**src/rtl/cbfp_pkg.sv**
```systemverilog
// Shared sizes, lane types and saturation limits for the CBFP block scaler.
package cbfp_pkg;

   localparam int unsigned ARRAY_SIZE   = 16;
   localparam int unsigned DIN_SIZE     = 23;
   localparam int unsigned DOUT_SIZE    = 11;
   localparam int unsigned BUFFER_DEPTH = 64;
   localparam int unsigned BEATS        = BUFFER_DEPTH / ARRAY_SIZE;
   localparam int unsigned SHIFT_W      = $clog2(DIN_SIZE);
   localparam int unsigned CNT_W        = $clog2(BEATS);
   localparam int unsigned DROP_W       = DIN_SIZE - DOUT_SIZE;

   typedef logic signed [DIN_SIZE-1:0]  din_t;
   typedef logic signed [DOUT_SIZE-1:0] dout_t;
   typedef logic        [SHIFT_W-1:0]   shift_t;

   // Tags that travel alongside each beat through the datapath
   typedef struct packed {
      shift_t exp;
      logic   first;
      logic   last;
      logic   err;
   } beat_tag_t;

   // Most negative output code for neg=1, most positive otherwise
   function automatic dout_t sat_limits(input logic neg);
      return neg ? {1'b1, {(DOUT_SIZE-1){1'b0}}} : {1'b0, {(DOUT_SIZE-1){1'b1}}};
   endfunction

endpackage

```
**src/rtl/cbfp_lane_shift.sv**
```systemverilog
// One lane of the block scaler: normalising shift with overflow detect, then narrowing.
// CBFP_ROUND_EN selects round-half-up narrowing; otherwise the dropped bits are truncated.
module cbfp_lane_shift
   import cbfp_pkg::*;
(
   input  logic                 clk,
   input  logic                 rstn,
   input  logic                 en1_i,
   input  logic                 en2_i,
   input  logic [DIN_SIZE-1:0]  x_i,
   input  logic [SHIFT_W-1:0]   s_i,
   output logic [DOUT_SIZE-1:0] y_o,
   output logic                 sat_c
);

   localparam int unsigned WIDE_W = 2 * DIN_SIZE;
   localparam int unsigned Q_W    = DIN_SIZE - DROP_W + 1;

   logic signed [WIDE_W-1:0] wide_c;
   logic                     ovf_c;
   logic signed [Q_W-1:0]    q_c;
   dout_t                    sel_c;
`ifdef CBFP_ROUND_EN
   logic signed [DIN_SIZE:0] rnd_c;
`endif

   din_t  y1_q, y1_d;
   logic  ovf1_q, ovf1_d;
   logic  neg1_q, neg1_d;
   dout_t y2_q, y2_d;

   always_comb begin
      wide_c = WIDE_W'(din_t'(x_i)) <<< s_i;
      // Shift result fits only if every bit above the input sign position matches it
      ovf_c  = !((&wide_c[WIDE_W-1:DIN_SIZE-1]) || !(|wide_c[WIDE_W-1:DIN_SIZE-1]));
      y1_d   = en1_i ? wide_c[DIN_SIZE-1:0] : y1_q;
      ovf1_d = en1_i ? ovf_c : ovf1_q;
      neg1_d = en1_i ? x_i[DIN_SIZE-1] : neg1_q;

`ifdef CBFP_ROUND_EN
      rnd_c = {y1_q[DIN_SIZE-1], y1_q} + (DIN_SIZE+1)'(1 << (DROP_W - 1));
      q_c   = Q_W'(rnd_c >>> DROP_W);
`else
      q_c   = Q_W'(y1_q >>> DROP_W);
`endif

      sat_c = 1'b0;
      sel_c = DOUT_SIZE'(q_c);
      if (ovf1_q) begin
         sat_c = 1'b1;
         sel_c = sat_limits(neg1_q);
      end else if (q_c > Q_W'(sat_limits(1'b0))) begin
         sat_c = 1'b1;
         sel_c = sat_limits(1'b0);
      end else if (q_c < Q_W'(sat_limits(1'b1))) begin
         sat_c = 1'b1;
         sel_c = sat_limits(1'b1);
      end
      y2_d = en2_i ? sel_c : y2_q;
   end

   always_ff @(posedge clk or negedge rstn) begin
      if (!rstn) begin
         y1_q   <= '0;
         ovf1_q <= 1'b0;
         neg1_q <= 1'b0;
         y2_q   <= '0;
      end else begin
         y1_q   <= y1_d;
         ovf1_q <= ovf1_d;
         neg1_q <= neg1_d;
         y2_q   <= y2_d;
      end
   end

   assign y_o = y2_q;

endmodule

```
**src/rtl/cbfp_block_scaler.sv**
```systemverilog
// Applies one latched block exponent to each 4-beat CBFP block and narrows lanes with saturation.
// Optional CBFP_ROUND_EN (inside cbfp_lane_shift) switches narrowing from truncation to rounding.
module cbfp_block_scaler
   import cbfp_pkg::*;
(
   input  logic                            clk,
   input  logic                            rstn,
   input  logic                            valid_in,
   input  logic [ARRAY_SIZE*DIN_SIZE-1:0]  din,
   input  logic                            shift_valid,
   input  logic [SHIFT_W-1:0]              shift_in,
   output logic [ARRAY_SIZE*DOUT_SIZE-1:0] dout,
   output logic                            valid_out,
   output logic [SHIFT_W-1:0]              exp_out,
   output logic                            blk_first,
   output logic                            blk_last,
   output logic                            sat_out,
   output logic                            shift_err
);

   logic [CNT_W-1:0]      cnt_q, cnt_d;
   shift_t                shift_q, shift_d;
   logic                  v1_q, v1_d;
   beat_tag_t             tag1_q, tag1_d;
   logic                  valid_q, valid_d;
   shift_t                exp_q, exp_d;
   logic                  first_q, first_d;
   logic                  last_q, last_d;
   logic                  sat_q, sat_d;
   logic                  err_q, err_d;

   shift_t                clamp_c;
   shift_t                eff_c;
   logic                  first_c;
   logic                  last_c;
   logic                  take_c;
   logic [ARRAY_SIZE-1:0] lane_sat_c;

   always_comb begin
      clamp_c = (shift_in > SHIFT_W'(DIN_SIZE - 1)) ? SHIFT_W'(DIN_SIZE - 1) : shift_in;
      first_c = (cnt_q == '0);
      last_c  = (cnt_q == CNT_W'(BEATS - 1));
      // The exponent is only accepted on a block's first beat; later beats reuse the held value
      take_c  = valid_in && first_c && shift_valid;
      eff_c   = take_c ? clamp_c : shift_q;
      shift_d = eff_c;

      cnt_d = cnt_q;
      if (valid_in) begin
         cnt_d = last_c ? '0 : cnt_q + CNT_W'(1);
      end

      v1_d   = valid_in;
      tag1_d = tag1_q;
      if (valid_in) begin
         tag1_d = '{exp: eff_c, first: first_c, last: last_c, err: first_c && !shift_valid};
      end

      valid_d = v1_q;
      exp_d   = v1_q ? tag1_q.exp : '0;
      first_d = v1_q && tag1_q.first;
      last_d  = v1_q && tag1_q.last;
      err_d   = v1_q && tag1_q.err;
      sat_d   = v1_q && (|lane_sat_c);
   end

   always_ff @(posedge clk or negedge rstn) begin
      if (!rstn) begin
         cnt_q   <= '0;
         shift_q <= '0;
         v1_q    <= 1'b0;
         tag1_q  <= '0;
         valid_q <= 1'b0;
         exp_q   <= '0;
         first_q <= 1'b0;
         last_q  <= 1'b0;
         sat_q   <= 1'b0;
         err_q   <= 1'b0;
      end else begin
         cnt_q   <= cnt_d;
         shift_q <= shift_d;
         v1_q    <= v1_d;
         tag1_q  <= tag1_d;
         valid_q <= valid_d;
         exp_q   <= exp_d;
         first_q <= first_d;
         last_q  <= last_d;
         sat_q   <= sat_d;
         err_q   <= err_d;
      end
   end

   for (genvar i = 0; i < ARRAY_SIZE; i++) begin : g_lane
      cbfp_lane_shift u_lane (
         .clk   (clk),
         .rstn  (rstn),
         .en1_i (valid_in),
         .en2_i (v1_q),
         .x_i   (din[i*DIN_SIZE +: DIN_SIZE]),
         .s_i   (eff_c),
         .y_o   (dout[i*DOUT_SIZE +: DOUT_SIZE]),
         .sat_c (lane_sat_c[i])
      );
   end

   assign valid_out = valid_q;
   assign exp_out   = exp_q;
   assign blk_first = first_q;
   assign blk_last  = last_q;
   assign sat_out   = sat_q;
   assign shift_err = err_q;

endmodule

```
**config.mk**
```make
export PLATFORM = sky130hd
export DESIGN_NAME = cbfp_block_scaler
export DESIGN_NICKNAME = d
export VERILOG_FILES = /design/src/rtl/cbfp_pkg.sv /design/src/rtl/cbfp_lane_shift.sv /design/src/rtl/cbfp_block_scaler.sv
export SDC_FILE = /design/constraint.sdc
export NUM_CORES = 2
export LEC_CHECK = 0
export CORE_AREA = 2 2 277 334
export CTS_BUF_LIST = sky130_fd_sc_hd__clkbuf_4 sky130_fd_sc_hd__clkbuf_8
export DETAILED_ROUTE_END_ITERATION = 16
export DIE_AREA = 0 0 279 336
export GPL_TIMING_DRIVEN = 1
export PLACE_DENSITY = 0.78
export SYNTH_ARGS = -nofsm -noshare
export SYNTH_HDL_FRONTEND = slang
export SYNTH_HIERARCHICAL = 1
export SYNTH_SLANG_ARGS = --single-unit
export TNS_END_PERCENT = 50
```
**constraint.sdc**
```tcl
create_clock -name clk -period 9.65 [get_ports clk]
set_input_delay 1.4475 -clock clk [delete_from_list [all_inputs] [get_ports clk]]
set_output_delay 1.4475 -clock clk [all_outputs]
set_load 0.005 [all_outputs]
```
==> impl_metrics.env <==
export IMPL_floorplan_rows=121
export IMPL_grt_max_degree=224
export IMPL_antenna_found_initial=34
export IMPL_syn_area_um2=49300
export IMPL_muxShareOfSynthArea_pct=24.7
export IMPL_dieArea_um2=93700
export IMPL_post_cts_resized=0
export IMPL_seq_area_frac_synth_pct=20.8
export IMPL_syn_inst=6031
export IMPL_synthArstFlopShare_pct=100
export IMPL_synthSimpleGateAreaFrac_pct=18.1
export IMPL_vdd_drop_max_mv=0.495
export IMPL_ys_types=69
export IMPL_clk_pin_slew_ns=0.07
export IMPL_cts_made_buffers=76
export IMPL_avgRoutedWirePerCell_um=25.7
export IMPL_worst_slew_pin_slew_ns=1.07
export IMPL_cts_tree="yes"
export IMPL_grt_pass1_wl_um=293000
export IMPL_fmax_mhz=169
export IMPL_synthXorXnorAreaFrac_pct=0
export IMPL_min_path_cells=1
export IMPL_die_w_um=279
export IMPL_cts_root_buf="clkbuf_8"
export IMPL_drc=0
export IMPL_postCtsSetupBuffers=0
export IMPL_hp_start="tag1_q[4]"
export IMPL_vias=52788
export IMPL_setup_viol=0
export IMPL_syn_avg_cell_area_um2=8.18
export IMPL_numPortBuffers=562
export IMPL_area_delta_synth_final_pct=14.1
export IMPL_path_cells="buf_8 > and3_4 > and3_1 > a21o_4 > buf_4 > clkinv_1 > mux2i_1 > a2bb2o_1 > a221oi_1 > o2111a_1 > nand2b_1 > nor3_1 > a41oi_1"
export IMPL_drt_first_pass_iters=6
export IMPL_ioPinCount=563
export IMPL_gp_congestion=1.07
export IMPL_slowest_stage="clkinv_1"
export IMPL_r2r_end="g_lane[14].u_lane/ovf1_q"
export IMPL_routed_wl_um=191000
export IMPL_synth_top_area_share_pct=20.8
export IMPL_dp_hpwl_um=138000
export IMPL_start_util_pct=54.6
export IMPL_skew_ns=0.0407
export IMPL_drive_gt1_share_pct=11.9
export IMPL_fin_crit_sh_pct=61.3
export IMPL_core_um2=90400
export IMPL_rsz0062_at_grt="no"
export IMPL_status="finished, final reports clean"
export IMPL_synth_seq_cells=410
export IMPL_worstSetupEndpoint="g_lane[14].u_lane/ovf1_q"
export IMPL_die_h_um=336
export IMPL_hold_ws_ns=0.477
export IMPL_required_ns=10.22
export IMPL_drv_cap=0
export IMPL_hold_class="register to register"
export IMPL_cts_htree_levels=3
export IMPL_r2r_start="cnt_q[0]"
export IMPL_grt_overflow_total=0
export IMPL_crit_path_end_kind="register"
export IMPL_synth_top_cells_by_area="dfrtp_1 21%, mux4_2 12%, mux2i_1 8.1%"
export IMPL_grt_pass1_vias=49332
export IMPL_setup_tns_ns=0
export IMPL_synth_top_family_by_area="compound AO/OA/AOI/OAI gates"
export IMPL_clock_sinks=410
export IMPL_cts_hold_buf=0
export IMPL_synth_main_ff_cell="dfrtp_1"
export IMPL_synth_net_count=6410
export IMPL_drt_iter0_markers=7015
export IMPL_critical_path_class="input pin to register"
export IMPL_synth_edff_count=0
export IMPL_relSlewSlack_pct=28.2
export IMPL_clockBufferDepth=3
export IMPL_via_per_inst=7.11
export IMPL_ff2ff_setup_slack_ns=4.04
export IMPL_fillers=8026
export IMPL_insertion_delay_ns=0.72
export IMPL_path_max_fanout=100
export IMPL_leakagePower_nw=21.9
export IMPL_synth_most_common_cell="nor2_1"
export IMPL_synth_common_cells="595 x nor2_1, 468 x nand2_1, 410 x dfrtp_1"
export IMPL_startpoint="valid_in"
export IMPL_drv_slew=0
export IMPL_synth_compound_area_share_pct=28.5
export IMPL_worstSetupStartpointType="input pin"
export IMPL_synth_fa_ha_area_share_pct=0.0507
export IMPL_crit_arrival_ns=6.49
export IMPL_reg2reg_depth=14
export IMPL_nNetsFinal=6570
export IMPL_antenna_left=0
export IMPL_finalHoldViolCount=0
export IMPL_gr_usage_all_layers_pct=39.2
export IMPL_max_stage_delay_ns=0.78
export IMPL_ys_warn_count=6
export IMPL_yosysTopAreaCell="dfrtp_1"
export IMPL_period_needed_ns=5.92
export IMPL_power_density_nw_per_um2=364
[layer usage]
layer	GRT usage (%)	part of all wire (%)
met1	50.4	39
met2	62.4	46
met3	8.69	10
met4	19.2	5.4
met5	0	0.15
[layout by cell type, fill, tap and decap left out, types with 18 or more instances in the layout]
master	Yosys	final
clkbuf_8	0	86
nand4b_1	48	48
a2111o_1	32	32
mux2_2	212	212
o22ai_1	208	208
a311oi_1	48	48
nor3_1	96	96
nor2b_1	129	129
nand3_1	80	80
a211oi_1	96	96
mux2i_1	400	400
a221o_1	32	32
nand2_1	468	467
a211o_1	32	32
nor4_1	68	68
mux4_2	256	256
buf_4	48	32
o211a_1	32	32
o31a_1	32	32
o32ai_1	32	32
nand2b_1	80	80
clkdlybuf4s50_1	0	560
a22oi_1	48	48
o211ai_1	305	305
inv_1	325	325
a31oi_1	35	35
a21oi_1	341	339
and2_1	55	55
a41oi_1	33	33
o21ai_0	403	403
nor2_1	595	595
or2_2	32	32
dfrtp_1	410	409
a21o_1	49	48
and3_1	65	65
o221ai_1	32	32
buf_12	16	18
[cells by family after synthesis]
group	count (synthesis)
compound gates	2031
fa+ha+maj	2
buf+inv	887
flops	410
mux	870
simple gates	1831
[registers in the layout (all words and copies together) (netlist names)]
name and cells:
blk_first 1, blk_last 1, cnt_q 2, exp_out 5, g_lane.u_lane/neg1_q 16, g_lane.u_lane/ovf1_q 16
g_lane.u_lane/y1_q 176, g_lane.u_lane/y_o 176, sat_out 1, shift_err 1, shift_q 5, tag1_q 8
v1_q 1, valid_out 1
[cell type report]
| type | instances | area, µm² | area share, % |
|---|---|---|---|
| antenna | 13 | 32.5 | 0.0578 |
| tap | 1168 | 1460 | 2.60 |
| multi-input combinational | 4734 | 35300 | 62.6 |
| clock inverter | 35 | 455 | 0.809 |
| clock buffer | 98 | 1270 | 2.26 |
| timing repair buffer | 612 | 6240 | 11.1 |
| inverter | 357 | 1340 | 2.38 |
| sequential | 410 | 10300 | 18.2 |
[critical path, delay by kind of cell]
family          cells  cell delay, ns
simple gates        4            0.80
mux                 1            0.35
buf+inv             3            1.80
compound gates      5            1.93
[metrics by stage]
| step | power (mW) | instance area (µm²) | util [%] | cells | setup WS, ns |
|---|---|---|---|---|---|
| after CTS | 20.0 | 56300 | 62.3 | 7414 | 3.97 |
| after detailed placement | 17.9 | 54600 | 60.4 | 7281 | 3.22 |
| after global placement | 18.0 | 54600 | 60.4 | 7281 | 3.25 |
| after global routing | 21.7 | 56300 | 62.3 | 7422 | 3.47 |
| after floorplan | 14.3 | 49300 | - | 6031 | 2.06 |
| final | 20.5 | 56300 | 62.3 | 7427 | 3.73 |
[where the power goes]
group	internal [mW]	switching (mW)	total, mW	leakage, nW
Clock	1.14	0.849	1.99	0.892
Sequential	2.18	0.267	2.45	4.92
Combinational	6.09	9.98	16.1	16.1
Total	9.41	11.1	20.5	21.9
[worst min-delay path by stage]
stage,to
3_5_place_dp,exp_out[4]
4_1_cts,exp_out[1]
5_1_grt,blk_first
3_3_place_gp,shift_err
2_1_floorplan,shift_err
6_report,exp_out[1]
No activity file was read; power rests on OpenSTA's default activity.
